### src/rtl/tamarisc_pkg.sv
// Shared definitions for the tamarisc fetch path.
//   XLEN          : architectural word width
//   fetch_state_e : fetch FSM states (IDLE, REQ, WAIT)
//   fetch_entry_t : one buffered instruction together with the PC it came from
//   word_align()  : clears the byte-offset bits of an address
package tamarisc_pkg;

  localparam int XLEN = 32;

  typedef enum logic [1:0] {
    IDLE = 2'd0,
    REQ  = 2'd1,
    WAIT = 2'd2
  } fetch_state_e;

  typedef struct packed {
    logic [XLEN-1:0] pc;
    logic [XLEN-1:0] instr;
  } fetch_entry_t;

  function automatic logic [XLEN-1:0] word_align(input logic [XLEN-1:0] addr);
    return {addr[XLEN-1:2], 2'b00};
  endfunction

endpackage

### src/rtl/fetch_fifo.sv
// Synchronous prefetch FIFO holding fetch_entry_t records.
// Ports:
//   clk_i, rst_n_i : clock, asynchronous active-low reset
//   push_i         : write push_data_i (ignored when full unless popping)
//   push_data_i    : entry to write
//   pop_i          : drop the head entry (ignored when empty)
//   flush_i        : empty the FIFO; overrides push and pop
//   head_o         : head entry, all-zero while empty
//   count_o        : number of stored entries
//   full_o/empty_o : occupancy flags
module fetch_fifo
  import tamarisc_pkg::*;
#(
  parameter int DEPTH = 2,
  localparam int AW = $clog2(DEPTH),
  localparam int CW = AW + 1
) (
  input  logic         clk_i,
  input  logic         rst_n_i,
  input  logic         push_i,
  input  fetch_entry_t push_data_i,
  input  logic         pop_i,
  input  logic         flush_i,
  output fetch_entry_t head_o,
  output logic [CW-1:0] count_o,
  output logic         full_o,
  output logic         empty_o
);

  fetch_entry_t  mem_q [DEPTH];
  logic [AW-1:0] wr_ptr_q, wr_ptr_d;
  logic [AW-1:0] rd_ptr_q, rd_ptr_d;
  logic [CW-1:0] count_q, count_d;
  logic          do_push, do_pop;

  assign full_o  = (count_q == CW'(DEPTH));
  assign empty_o = (count_q == '0);
  assign count_o = count_q;

  // A full FIFO still accepts a push when the head leaves in the same cycle.
  assign do_push = push_i & (~full_o | pop_i) & ~flush_i;
  assign do_pop  = pop_i & ~empty_o & ~flush_i;

  // Head is gated so that an empty FIFO presents zeros rather than stale data.
  assign head_o = empty_o ? '0 : mem_q[rd_ptr_q];

  always_comb begin
    wr_ptr_d = wr_ptr_q;
    rd_ptr_d = rd_ptr_q;
    count_d  = count_q;
    if (flush_i) begin
      wr_ptr_d = '0;
      rd_ptr_d = '0;
      count_d  = '0;
    end else begin
      if (do_push) wr_ptr_d = wr_ptr_q + AW'(1);
      if (do_pop)  rd_ptr_d = rd_ptr_q + AW'(1);
      case ({do_push, do_pop})
        2'b10:   count_d = count_q + CW'(1);
        2'b01:   count_d = count_q - CW'(1);
        default: count_d = count_q;
      endcase
    end
  end

  always_ff @(posedge clk_i or negedge rst_n_i) begin
    if (!rst_n_i) begin
      wr_ptr_q <= '0;
      rd_ptr_q <= '0;
      count_q  <= '0;
    end else begin
      wr_ptr_q <= wr_ptr_d;
      rd_ptr_q <= rd_ptr_d;
      count_q  <= count_d;
    end
  end

  // Storage carries no reset: the head is masked while empty.
  always_ff @(posedge clk_i) begin
    if (do_push) mem_q[wr_ptr_q] <= push_data_i;
  end

endmodule

### src/rtl/fetch_unit.sv
// Instruction fetch stage: issues word reads at the current PC, keeps at most
// one request outstanding, buffers returned instructions with their PCs and
// hands them to decode over a valid/ready handshake.
// Ports:
//   clk_i, rst_n_i  : clock, asynchronous active-low reset
//   pc_i            : current PC (low two bits ignored)
//   incr_pc_o       : PC advance strobe, high in the cycle a request is granted
//   imem_req_o      : memory read request
//   imem_addr_o     : word-aligned read address derived from pc_i
//   imem_gnt_i      : memory accepted the request this cycle
//   imem_rvalid_i   : read data valid
//   imem_rdata_i    : read data
//   instr_valid_o   : buffered instruction available
//   instr_o         : head instruction
//   instr_pc_o      : PC of the head instruction
//   instr_ready_i   : decode takes the head instruction
//   flush_i         : drop buffered and in-flight instructions
module fetch_unit
  import tamarisc_pkg::*;
#(
  parameter int DEPTH = 2
) (
  input  logic            clk_i,
  input  logic            rst_n_i,
  input  logic [XLEN-1:0] pc_i,
  output logic            incr_pc_o,
  output logic            imem_req_o,
  output logic [XLEN-1:0] imem_addr_o,
  input  logic            imem_gnt_i,
  input  logic            imem_rvalid_i,
  input  logic [XLEN-1:0] imem_rdata_i,
  output logic            instr_valid_o,
  output logic [XLEN-1:0] instr_o,
  output logic [XLEN-1:0] instr_pc_o,
  input  logic            instr_ready_i,
  input  logic            flush_i
);

  localparam int CW = $clog2(DEPTH) + 1;

  fetch_state_e    state_q, state_d;
  logic [XLEN-1:0] req_pc_q, req_pc_d;
  logic            discard_q, discard_d;

  logic            grant, resp, push, pop, outstanding, room;
  logic [CW-1:0]   count_q, count_next;
  logic            fifo_full, fifo_empty;
  fetch_entry_t    push_entry, head;

  assign imem_req_o  = (state_q == REQ);
  assign imem_addr_o = word_align(pc_i);
  assign grant       = imem_req_o & imem_gnt_i;
  assign incr_pc_o   = grant;

  // Responses only count while a request is actually outstanding.
  assign resp = (state_q == WAIT) & imem_rvalid_i;
  assign push = resp & ~discard_q & ~flush_i & (~fifo_full | pop);
  assign pop  = instr_valid_o & instr_ready_i & ~flush_i;

  // A response still pending after this cycle reserves a FIFO slot.
  assign outstanding = (state_q == WAIT) & ~imem_rvalid_i;

  // Occupancy after this cycle's push/pop/flush, used for the room decision.
  always_comb begin
    count_next = count_q;
    if (flush_i)          count_next = '0;
    else if (push & ~pop) count_next = count_q + CW'(1);
    else if (pop & ~push) count_next = count_q - CW'(1);
  end

  assign room = (int'(count_next) + int'(outstanding)) < DEPTH;

  always_comb begin
    state_d   = state_q;
    req_pc_d  = req_pc_q;
    discard_d = discard_q;
    case (state_q)
      IDLE: begin
        if (room) state_d = REQ;
      end
      REQ: begin
        // The request stays up through a flush; a grant during the flush
        // is taken but its data will be thrown away.
        if (imem_gnt_i) begin
          state_d   = WAIT;
          req_pc_d  = imem_addr_o;
          discard_d = flush_i;
        end
      end
      WAIT: begin
        if (imem_rvalid_i) begin
          // A response coinciding with a flush is dropped by the push gate,
          // so nothing is left to discard afterwards.
          discard_d = 1'b0;
          state_d   = room ? REQ : IDLE;
        end else if (flush_i) begin
          discard_d = 1'b1;
        end
      end
      default: state_d = IDLE;
    endcase
  end

  always_ff @(posedge clk_i or negedge rst_n_i) begin
    if (!rst_n_i) begin
      state_q   <= IDLE;
      req_pc_q  <= '0;
      discard_q <= 1'b0;
    end else begin
      state_q   <= state_d;
      req_pc_q  <= req_pc_d;
      discard_q <= discard_d;
    end
  end

  assign push_entry = '{pc: req_pc_q, instr: imem_rdata_i};

  fetch_fifo #(
    .DEPTH(DEPTH)
  ) u_fifo (
    .clk_i      (clk_i),
    .rst_n_i    (rst_n_i),
    .push_i     (push),
    .push_data_i(push_entry),
    .pop_i      (pop),
    .flush_i    (flush_i),
    .head_o     (head),
    .count_o    (count_q),
    .full_o     (fifo_full),
    .empty_o    (fifo_empty)
  );

  assign instr_valid_o = ~fifo_empty;
  assign instr_o       = head.instr;
  assign instr_pc_o    = head.pc;

endmodule

### config.mk
export PLATFORM = sky130hd
export DESIGN_NAME = fetch_unit
export DESIGN_NICKNAME = d
export VERILOG_FILES = /design/src/rtl/tamarisc_pkg.sv /design/src/rtl/fetch_fifo.sv /design/src/rtl/fetch_unit.sv
export SDC_FILE = /design/constraint.sdc
export NUM_CORES = 1
export LEC_CHECK = 0
export CAP_MARGIN = 5
export CORE_UTILIZATION = 55
export CTS_BUF_LIST = sky130_fd_sc_hd__clkbuf_4 sky130_fd_sc_hd__clkbuf_8
export CTS_CLUSTER_DIAMETER = 200
export DETAILED_ROUTE_END_ITERATION = 6
export GPL_TIMING_DRIVEN = 0
export PLACE_DENSITY_LB_ADDON = 0.15
export SYNTH_ARGS = -nofsm -noshare
export SYNTH_HDL_FRONTEND = slang
export SYNTH_HIERARCHICAL = 1
export SYNTH_SLANG_ARGS = --single-unit
export TNS_END_PERCENT = 30
### constraint.sdc
create_clock -name clk_i -period 16.5 [get_ports clk_i]
set_input_delay 1.65 -clock clk_i [delete_from_list [all_inputs] [get_ports clk_i]]
set_output_delay 1.65 -clock clk_i [all_outputs]
set_load 0.03 [all_outputs]
* After elaboration in Yosys (flattened, before gate mapping) *
Memories as Yosys holds them, arrays and structs flattened.
Cells that the tools add are included.

word-level totals
  memories kept = 1
  register bits after elaboration = 37
  output and inout bits = 99
  bits in writable memories = 124
  logic and storage cells = 74

memories
  name          depth  bits a word  rd ports  clocked after Yosys merged registers in  wr ports  line              text
  u_fifo.mem_q  2      62           1         0                                        1         fetch_fifo.sv:30  fetch_entry_t mem_q [DEPTH];

operators by class
  bitwise operators = 22
  magnitude comparators = 1
  multiplexer cells = 21
  eq/ne operators = 9
  reduce and logical (&&, ||, !) cells = 9
  add/subtract/negate cells = 5

operators by type and width
  kind                                                    count
  2-to-1 mux 64 bit                                       1
  AND 1 bit                                               14
  2-to-1 mux 2 bit                                        7
  2-to-1 mux 1 bit                                        10
  inverter 1 bit                                          7
  equality test 2 bit (second input constant)             3
  one-hot mux 2 bit (3 select lines)                      1
  AND reduction 3 bit                                     2
  nonzero test 2 bit                                      3
  equality test 2 x 1 -> 1 bit (second input constant)    2
  zero test 2 bit                                         2
  inequality test 2 bit (second input constant)           2
  one-hot mux 2 bit (2 select lines)                      1
  adder 2 x 1 -> 3 bit                                    1
  < comparator 3 x 2 -> 1 bit (second input constant)     1
  inequality test 3 bit (second input constant)           1
  nonzero test 3 bit                                      1
  adder 1 bit (second input constant)                     2
  adder 2 x 1 -> 2 bit (second input constant)            1
  inequality test 2 x 1 -> 1 bit (second input constant)  1
  one-hot mux 1 bit (2 select lines)                      1
  AND reduction 2 bit                                     1
  subtractor 2 x 1 -> 2 bit (second input constant)       1
  OR 1 bit                                                1

* Longest topological paths before layout *
  depth after elaboration = 16
  mapped depth = 9

* Hierarchy *
Netlist, hierarchy kept.

by module, submodules not included
  module      sequential area each (sq um)  area each (sq um)  cells an instance  instances
  fetch_fifo  3943.8                        5048.6             295                1
  fetch_unit  825.8                         1574.0             185                1

* Worst setup path after synthesis *
Ideal clock, no wire load.

  path kind = input-to-reg
  start = input imem_rvalid_i
  end = register, netlist name u_fifo/mem_q[1][0]
  stages = 6
  library setup time = 578 ps
  data arrival time = 7044 ps
  slack = 8878 ps
  path through = and4bb_1 > nand2_1 > nor2_1 > inv_1 > a21o_1 > nor3b_1

RTL lines
  element          line              text
  start, declared  fetch_unit.sv:30  input logic imem_rvalid_i,

* Worst setup path in the final report *
  start = input imem_gnt_i
  end = output incr_pc_o

on the way
  cells in the longest elaborated chain, start to end = 1

ends and longest elaborated chain
  element          line              text
  start, declared  fetch_unit.sv:29  input logic imem_gnt_i,
  AND 1 bit        fetch_unit.sv:52  assign grant = imem_req_o & imem_gnt_i;
  end, declared    fetch_unit.sv:26  output logic incr_pc_o,

Every way passes these cells.

==> reports/metrics.csv <==
metric;value;unit
Reg area;0.00477;mm2
worst-path maximum fanout;10;
setup_tns;0;ps
crit end category;output pin;
Starting Density;57.3;%
die height;112;um
Post-CTS Setup Bufs;0;
WP data required;14850;ps
GRT Util Overall;22.6;%
worst-case clock skew;7.37;ps
Crit path max-delay family;buffers and inverters;
syn_area_per_cell;13.8;um2
CP dominant cell by count;clkdlybuf4s50_1;
largest net degree at the start of global routing;38;
CTS Buffer Depth;2;
Top Ports;169;
run status;finished, violations left;
CTS tree;built;
arrival time at the worst endpoint;3470;ps
Multi-input gate area;0.00151;mm2
CP Class;in2out;
Synth area leader;edfxtp_1;
number of port buffers;164;
CP max stage cell;clkdlybuf4s50_1;
Num CTS Buffers;17;
clk slew on worst S/H paths;80;ps
CTS resizes;0;
Die ar.;0.0125;mm2
share of the synthesized area in the top cell type;58.0;%
Unique masters post-synth;30;
Core Area;0.0116;mm2
first-pass GRT wire length;21200;um
min-delay worst type;reg2reg;
register area share after synthesis;72.0;%
routed vias;4194;
drt first pass iters;7;
Die X;112;um
clock latency on the worst-skew pair;440;ps
cell breakdown of the critical path;clkdlybuf4s50_1 -> nand2_1 -> inv_1 -> buf_2 -> clkdlybuf4s50_1;
Leak Pwr;3.34;nW
final hold viol count;0;
WL met3;882;um
Power Dens Cells;113;mW/mm2
WHS;469;ps
Iter 0 DRT Violations;215;
routed len/inst;15.9;um
DP HPWL;9440;um
WL met2;7100;um
vias per std cell;5.02;
drc violations;11;
top area cells in the synthesized netlist;edfxtp_1, dfrtp_1, mux2i_1, nand2_1, buf_4;
Fmax;195;MHz
vias in the first global route;4289;
# diodes;0;
delay of the slowest cell on the worst path;720;ps
Congestion Overflow GR;0;
Cell Rows;39;
CTS H-tree depth;4;
Syn-to-layout area delta;36.7;%
Slew @ Worst Pin;898;ps
Setup crit start kind;input pin;
Post-Route WL;13300;um
Ys Warns;6;
Worst Path Buf+Inv;4;
Post-CTS Hold Buffers;0;
Yosys reg bits;165;
unrepaired setup endpoints after global routing;no;
Rel. slew slack;40.1;%
Final Cycle Share;31.1;%
failing checks;DRC;
VDD IR max;0.0854;mV
gpl congestion;0.788;
Clock Sinks;165;
Routed Antenna Nets;0;
share of cells above drive strength 1;13.9;%
initial antenna violation count;0;
max cap viols;0;
nets;750;
setup violators final;0;
Mapped Area;0.00662;mm2
clk root buf;clkbuf_8;
Final Critical Period;5120;ps
met1 wire length;5150;um
Post-Synthesis Cells;480;
Top Layer Used;met4;
fill count;730;
fin. max-slew vios;0;
[layout make-up]
cell class              instances  share of cell area, %
clock buffers                  21                   2.92
flip-flops and latches        165                   52.7
inverters                       5                  0.207
clock inverters                10                   1.99
multi-input cells             263                   16.7
plain buffers                  52                   3.86
repair buffers                176                   19.7
well taps                     143                   1.98
[flip-flops by register name (all words and copies together) (netlist names)]
name             cells
discard_q            1
req_pc_q            30
state_q              2
u_fifo/count_o       2
u_fifo/mem_q       128
u_fifo/rd_ptr_q      1
u_fifo/wr_ptr_q      1
[cells in the final DEF, fill, tap and decap left out, types with 2 or more instances in the layout]
cell             netlist  final
edfxtp_1             128    128
clkbuf_4               0      4
nand2b_1               3      3
clkdlybuf4s50_1        0    163
nor2b_2                2      2
nor2_1                71     71
nor2b_1                2      2
dfrtp_1               37     37
clkbuf_1               4      4
conb_1                 1      6
buf_6                  0     10
a211oi_1               2      2
clkbuf_8               0     17
clkinv_1               0      2
o21ai_0                5      5
clkinv_4               0      2
inv_1                  5      5
bufinv_16              0      5
mux2i_1               64     64
nand2_1               93     93
buf_8                  0      2
buf_2                  9     10
buf_4                 38     38
[cell families after synthesis]
kind of cell    synth area share (%)
compound gates                  1.49
xor+xnor                       0.265
buf+inv                         5.55
flops                           72.0
mux                             9.90
other cells                   0.0566
simple gates                    10.7
[Yosys cell counts]
cell type,n
edfxtp_1,128
nand2_1,93
nor2_1,71
mux2i_1,64
buf_4,38
dfrtp_1,37
buf_2,9
inv_1,5
o21ai_0,5
clkbuf_1,4
nand2b_1,3
a211oi_1,2
nor2b_1,2
nor2b_2,2
nor3_1,2
a2111oi_2,1
a21o_1,1
a21oi_1,1
a311oi_1,1
and3_1,1
and4bb_1,1
buf_1,1
conb_1,1
mux2_4,1
nand4b_1,1
nor3b_1,1
o311a_1,1
o31ai_2,1
xnor2_1,1
xor2_1,1
[per-stage QoR]
stage,util [%],cells,instance area (um2),setup slack (ps),total power [mW]
2_1_floorplan,-,485,6640,8880,0.641
3_3_place_gp,73.2,792,8460,5840,0.702
6_report,78.3,835,9050,11380,1.03
3_5_place_dp,74.4,804,8610,11380,0.716
4_1_cts,78.3,835,9050,11360,1.03
5_1_grt,78.3,835,9050,11280,1.07
[power breakdown]
part	switching (mW)	leakage, nW	internal (mW)
registers	0.0312	1.62	0.512
clock network	0.133	0.227	0.185
logic	0.0952	1.50	0.0686
total	0.260	3.34	0.766
[routing by layer]
| layer | track usage (%) | up-vias |
|---|---|---|
| li1 | - | 2026 |
| met1 | 26.7 | 2001 |
| met2 | 38.9 | 154 |
| met3 | 6.37 | 13 |
| met4 | 9.55 | 0 |
| met5 | 0 | - |
[worst paths after layout]
path,start,endpoint,slack [ps],cells past startpoint
max,imem_gnt_i,incr_pc_o,11380,5
min,req_pc_q[25],u_fifo/mem_q[0][57],470,0
max reg2reg,u_fifo/count_o[0],u_fifo/mem_q[0][2],13130,12
min reg2reg,req_pc_q[25],u_fifo/mem_q[0][57],470,0
max in group asynchronous,rst_n_i,req_pc_q[25],14610,1
min in group asynchronous,rst_n_i,req_pc_q[3],1330,1
No activity file was read; power rests on OpenSTA's default activity.
